`src/rtl/comparator_pkg.sv`:
```
// Shared types for the serial magnitude comparator: FSM state and packed result flags.
package comparator_pkg;

  typedef enum logic [1:0] {S_IDLE, S_BUSY, S_DONE} cmp_state_t;

  typedef struct packed {
    logic eq;
    logic lt;
    logic gt;
  } cmp_result_t;

endpackage

```
`src/rtl/comparator_chunk.sv`:
```
// Combinational W-bit chunk compare: equality via comparator_eq, plus unsigned less-than.
module comparator_chunk #(
  parameter int W = 4
) (
  input  logic [W-1:0] a,
  input  logic [W-1:0] b,
  output logic         chunk_eq,
  output logic         chunk_lt
);

  comparator_eq #(.N(W)) u_eq (
    .a  (a),
    .b  (b),
    .eq (chunk_eq)
  );

  assign chunk_lt = (a < b);

endmodule

```
`src/rtl/comparator_eq.sv`:
```
// Combinational N-bit equality comparator; reused as the equality leg of each chunk compare.
module comparator_eq #(
  parameter int N = 4
) (
  input  logic [N-1:0] a,
  input  logic [N-1:0] b,
  output logic         eq
);

  assign eq = (a == b);

endmodule

```
`src/rtl/comparator_serial.sv`:
```
// Multi-cycle MSB-first N-bit comparator, W bits per cycle, start/ready/done handshake.
// Optional signed mode is enabled by defining COMPARATOR_SIGNED_EN (adds port is_signed).
module comparator_serial
  import comparator_pkg::*;
#(
  parameter int N = 32,
  parameter int W = 4
) (
  input  logic         clk,
  input  logic         rst,
  input  logic         start,
  input  logic [N-1:0] a,
  input  logic [N-1:0] b,
`ifdef COMPARATOR_SIGNED_EN
  input  logic         is_signed,
`endif
  output logic         ready,
  output logic         done,
  output logic         eq,
  output logic         lt,
  output logic         gt
);

  localparam int STEPS = N / W;
  localparam int CW    = $clog2(STEPS + 1);
  localparam logic [CW-1:0] STEPS_CNT = STEPS[CW-1:0];
  localparam logic [CW-1:0] LAST_CNT  = CW'(1);

  cmp_state_t    state_reg;
  logic [N-1:0]  a_sh_reg, b_sh_reg;
  logic [CW-1:0] count_reg;
  logic          decided_reg, lt_n_reg, gt_n_reg;
  logic          ready_reg, done_reg;
  cmp_result_t   res_reg;

  logic [N-1:0]  a_cap, b_cap;
  logic          chunk_eq, chunk_lt;
  logic          decided_next, lt_next, gt_next;

  // Flipping the sign bit maps two's-complement order onto unsigned order.
`ifdef COMPARATOR_SIGNED_EN
  always_comb begin
    a_cap = a;
    b_cap = b;
    if (is_signed) begin
      a_cap[N-1] = ~a[N-1];
      b_cap[N-1] = ~b[N-1];
    end
  end
`else
  assign a_cap = a;
  assign b_cap = b;
`endif

  comparator_chunk #(.W(W)) u_chunk (
    .a        (a_sh_reg[N-1 -: W]),
    .b        (b_sh_reg[N-1 -: W]),
    .chunk_eq (chunk_eq),
    .chunk_lt (chunk_lt)
  );

  // The first unequal chunk decides; later chunks cannot override it.
  always_comb begin
    decided_next = decided_reg | ~chunk_eq;
    lt_next      = decided_reg ? lt_n_reg : (~chunk_eq &  chunk_lt);
    gt_next      = decided_reg ? gt_n_reg : (~chunk_eq & ~chunk_lt);
  end

  always_ff @(posedge clk or posedge rst) begin
    if (rst) begin
      state_reg   <= S_IDLE;
      a_sh_reg    <= '0;
      b_sh_reg    <= '0;
      count_reg   <= '0;
      decided_reg <= 1'b0;
      lt_n_reg    <= 1'b0;
      gt_n_reg    <= 1'b0;
      ready_reg   <= 1'b1;
      done_reg    <= 1'b0;
      res_reg     <= '0;
    end else begin
      case (state_reg)
        S_IDLE: begin
          done_reg <= 1'b0;
          if (start) begin
            a_sh_reg    <= a_cap;
            b_sh_reg    <= b_cap;
            count_reg   <= STEPS_CNT;
            decided_reg <= 1'b0;
            lt_n_reg    <= 1'b0;
            gt_n_reg    <= 1'b0;
            ready_reg   <= 1'b0;
            state_reg   <= S_BUSY;
          end
        end
        S_BUSY: begin
          a_sh_reg    <= a_sh_reg << W;
          b_sh_reg    <= b_sh_reg << W;
          count_reg   <= count_reg - 1'b1;
          decided_reg <= decided_next;
          lt_n_reg    <= lt_next;
          gt_n_reg    <= gt_next;
          if (count_reg == LAST_CNT) begin
            res_reg   <= '{eq: ~decided_next, lt: lt_next, gt: gt_next};
            done_reg  <= 1'b1;
            state_reg <= S_DONE;
          end
        end
        S_DONE: begin
          done_reg  <= 1'b0;
          ready_reg <= 1'b1;
          state_reg <= S_IDLE;
        end
        default: begin
          done_reg  <= 1'b0;
          ready_reg <= 1'b1;
          state_reg <= S_IDLE;
        end
      endcase
    end
  end

  assign ready = ready_reg;
  assign done  = done_reg;
  assign eq    = res_reg.eq;
  assign lt    = res_reg.lt;
  assign gt    = res_reg.gt;

endmodule

```
`config.mk`:
```
export PLATFORM = sky130hd
export DESIGN_NAME = comparator_serial
export DESIGN_NICKNAME = d
export VERILOG_FILES = /design/src/rtl/comparator_pkg.sv /design/src/rtl/comparator_chunk.sv /design/src/rtl/comparator_eq.sv /design/src/rtl/comparator_serial.sv
export SDC_FILE = /design/constraint.sdc
export NUM_CORES = 1
export LEC_CHECK = 0
export BUFFER_PORTS_ARGS = -buffer_cell sky130_fd_sc_hd__buf_2
export CELL_PAD_IN_SITES_DETAIL_PLACEMENT = 1
export CELL_PAD_IN_SITES_GLOBAL_PLACEMENT = 1
export CORE_UTILIZATION = 46
export DETAILED_ROUTE_END_ITERATION = 8
export GPL_TIMING_DRIVEN = 0
export PLACE_DENSITY_LB_ADDON = 0.1
export SKIP_LAST_GASP = 1
export SLEW_MARGIN = 5
export SYNTH_ARGS = -nofsm -noshare
export SYNTH_HDL_FRONTEND = slang
export SYNTH_SLANG_ARGS = --single-unit
export TNS_END_PERCENT = 1
```
`constraint.sdc`:
```
create_clock -name clk -period 3.39 [get_ports clk]
set_clock_uncertainty 0.15 [all_clocks]
set_input_delay 0.1695 -clock clk [delete_from_list [all_inputs] [get_ports clk]]
set_output_delay 0.1695 -clock clk [all_outputs]
set_load 0.01 [all_outputs]
```
==> reports/summary.txt <==
R2r endpoint - gt_n_reg
Global-route wire length before repair - 19.5 mm
Largest net degree at the start of global routing - 54
Hold crit path type - in2reg
Area share of and/or/nand/nor cells after synthesis - 18.0%
Critical path type - reg2reg
Largest family of logic cells by synthesized area - compound AO/OA/AOI/OAI gates
Most common flop cell mapped by yosys - dfrtp_1
Flops & latches, synth - 78
Worst Hold End - b_sh_reg[21]
Layout cells sized above 1 - 23.1%
Synth Warn # - 0
PortBufs - 71
RSZ-0062 raised after global routing - no
Diodes inserted - 0
Commonest non-fill, non-tap cells in the layout - 88 x buf_2, 77 x dfrtp_1, 65 x a21oi_1
Initial antenna violation count - 0
Layout fillers - 984
Initial drt markers - 154
DP Wirelength - 7.82 mm
Overall Power - 3.97 mW
Tcrit/Tclk final - 49.7%
Clk pwr share - 20.1%
Worst-path clk slew - 0.08 ns
Post-synthesis mux area share - 0.245%
Post-layout nets - 618
I/O pins - 72
Met3 Usage GRT - 4.03%
Register share of total power - 38.7%
Final Hold Viols - 1
CP startpoint - a_sh_reg[31]
Outcome - finished, violations left
Drt drc - 0
Core area - 8380 µm²
Slew Limit Fails - 0
Maximum VDD drop - 0.280 mV
DRT antenna net count - 0
Sequential share of the synthesized area - 47.9%
Most area-consuming cells after synthesis - dfrtp_1 47%, a21oi_1 8.0%, and3b_1 5.6%
Cell-internal power - 2.44 mW
Combinational Power Share - 41.2%
NetSw - 1.53 mW
Vias in the first global route - 3971
Leakage - 2.48 nW
CTS resizes - 0
CTS Buf Count - 9
Nature of the critical path endpoint - flip-flop
Compound-cell area share of the yosys netlist - 25.3%
Cell area after synthesis - 4080 µm²
DR WL/cell - 18.5 µm
Xor/xnor share of the synthesized area - 0%
Post-layout min period - 1.68 ns
Post-Synth Adder-Cell Area - 1.84%
Layer with the highest usage - met2
Pwr dens - 771 nW/µm²
Die ar. - 9240 µm²
Worst R2R Start - a_sh_reg[31]
P&R area growth vs syn - 26.2%
Die Wd - 96.2 µm
Critical path peak fanout - 3
Max Fclk - 0.594 GHz
Placer's final routability congestion estimate - 0.750
Initial core utilization - 48.6%
Final setup fails - 0
Max Cap Viol - 0
Htree depth - 3
Clock Root Buffer - clkbuf_8
Met2 Usage GRT - 48.8%
Worst hold slack - -0.00376 ns
Detailed Routing Iterations Pass 1 - 5
WP data arrival - 1.77 ns
Actual slew at the worst max-slew pin - 0.557 ns
Via count - 3681
Fin Setup TNS - 0 ns
Final Routed Wirelength - 12.1 mm
Asr flop ratio synth - 100%
CP Launch Type - flip-flop
Failing checks - hold timing
Flop-to-flop setup slack - 1.71 ns
Syn Inst Count - 429
Gr usage total - 28.3%
Row Count - 33
Post-CTS Hold Buffers - 33
Normalized max-slew margin - 62.9%
Min-delay src - b[21]
Synthesized area per cell - 9.51 µm²
Most common cell after layout, fill and taps aside - buf_2
DR vias/cell - 5.63
Post-synthesis cell type count - 38
Post-synth top area cell - dfrtp_1
Global route total overflow - 0
CTS tree - done
Worst R2R Path Depth - 4
Worst Path Required - 3.47 ns
# clock sinks - 78
Postcts setup bufs - 0
Net switching share of the total power - 38.6%
Synth top area share - 47.3%
Die height - 96.2 µm
Post-synth EDFFs - 0
Clk buf depth - 2
Met1 usage - 36.2%
Hold Crit Depth - 3
Clock Latency Late Sink - 0.34 ns
Syn nets - 502
-- metrics by stage --
step | hold slack [ns] | instances | worst slack [ns] | instance area (µm²) | utilization, %
floorplan | 0.197 | 429 | 1.08 | 4080 | -
global placement | 0.283 | 605 | -0.0138 | 4560 | 54.5
detailed placement | 0.0396 | 606 | 1.73 | 4590 | 54.8
CTS | 0.00282 | 654 | 1.70 | 5150 | 61.4
global route | 0.000223 | 654 | 1.65 | 5150 | 61.4
finish | -0.00376 | 654 | 1.71 | 5150 | 61.4
-- kinds of logic after synthesis --
family / Yosys count
compound gates: 178
fa+ha+maj: 6
buf+inv: 47
flops: 78
mux: 1
simple gates: 119
-- final cells by class --
| type | instances | area, µm² | share of cell area (%) |
|---|---|---|---|
| flip-flops and latches | 78 | 1950 | 38.0 |
| plain buffers | 37 | 235 | 4.57 |
| clock buffers | 11 | 151 | 2.94 |
| clock inverters | 4 | 70.1 | 1.36 |
| well taps | 105 | 131 | 2.55 |
| inverters | 10 | 45.0 | 0.875 |
| multi-input cells | 304 | 1850 | 35.9 |
| repair buffers | 105 | 713 | 13.9 |
-- power by group through the flow --
stage                     clock network [mW]  logic (mW)  registers, mW
after global placement                     0        1.50           1.52
final                                  0.799        1.63           1.54
after detailed placement                   0        1.57           1.54
after CTS                              0.808        1.62           1.53
after floorplan                            0        1.16           1.47
after global routing                   0.847        1.82           1.58
-- worst max-delay path: stages, from the launching register on --
cell and delay [ns]:
dfrtp_1 0.40, ha_1 0.34, a21oi_1 0.21, o21ai_0 0.19
a32o_1 0.29
-- synth_stat cells, types with 2 or more instances --
cell type	number
a32o_1	2
nand3_1	2
nor2b_4	2
buf_4	4
o211ai_2	2
and3b_1	26
a2bb2oi_1	3
dfrtp_1	77
o21ai_0	42
inv_1	9
a22oi_1	30
nand2b_1	3
nor2b_1	34
a21oi_1	65
clkbuf_1	7
a21o_1	2
buf_6	8
o21ai_1	28
buf_2	17
nand2_1	40
and2b_1	3
ha_1	6
nor2_1	2
-- metal layers --
layer / vias to the layer above / wire, µm
li1: 1747 / -
met1: 1849 / 5340
met2: 71 / 6160
met3: 14 / 412
met4: 0 / 168
met5: - / 0
-- worst max-delay path by stage --
stage	to	slack, ns	cells past startpoint
finish	gt_n_reg	1.71	4
global route	gt	1.65	7
CTS	lt_n_reg	1.70	4
detailed placement	gt_n_reg	1.73	4
global placement	a_sh_reg[10]	-0.01	2
floorplan	a_sh_reg[0]	1.08	1
(Power assumes the default switching activity.)
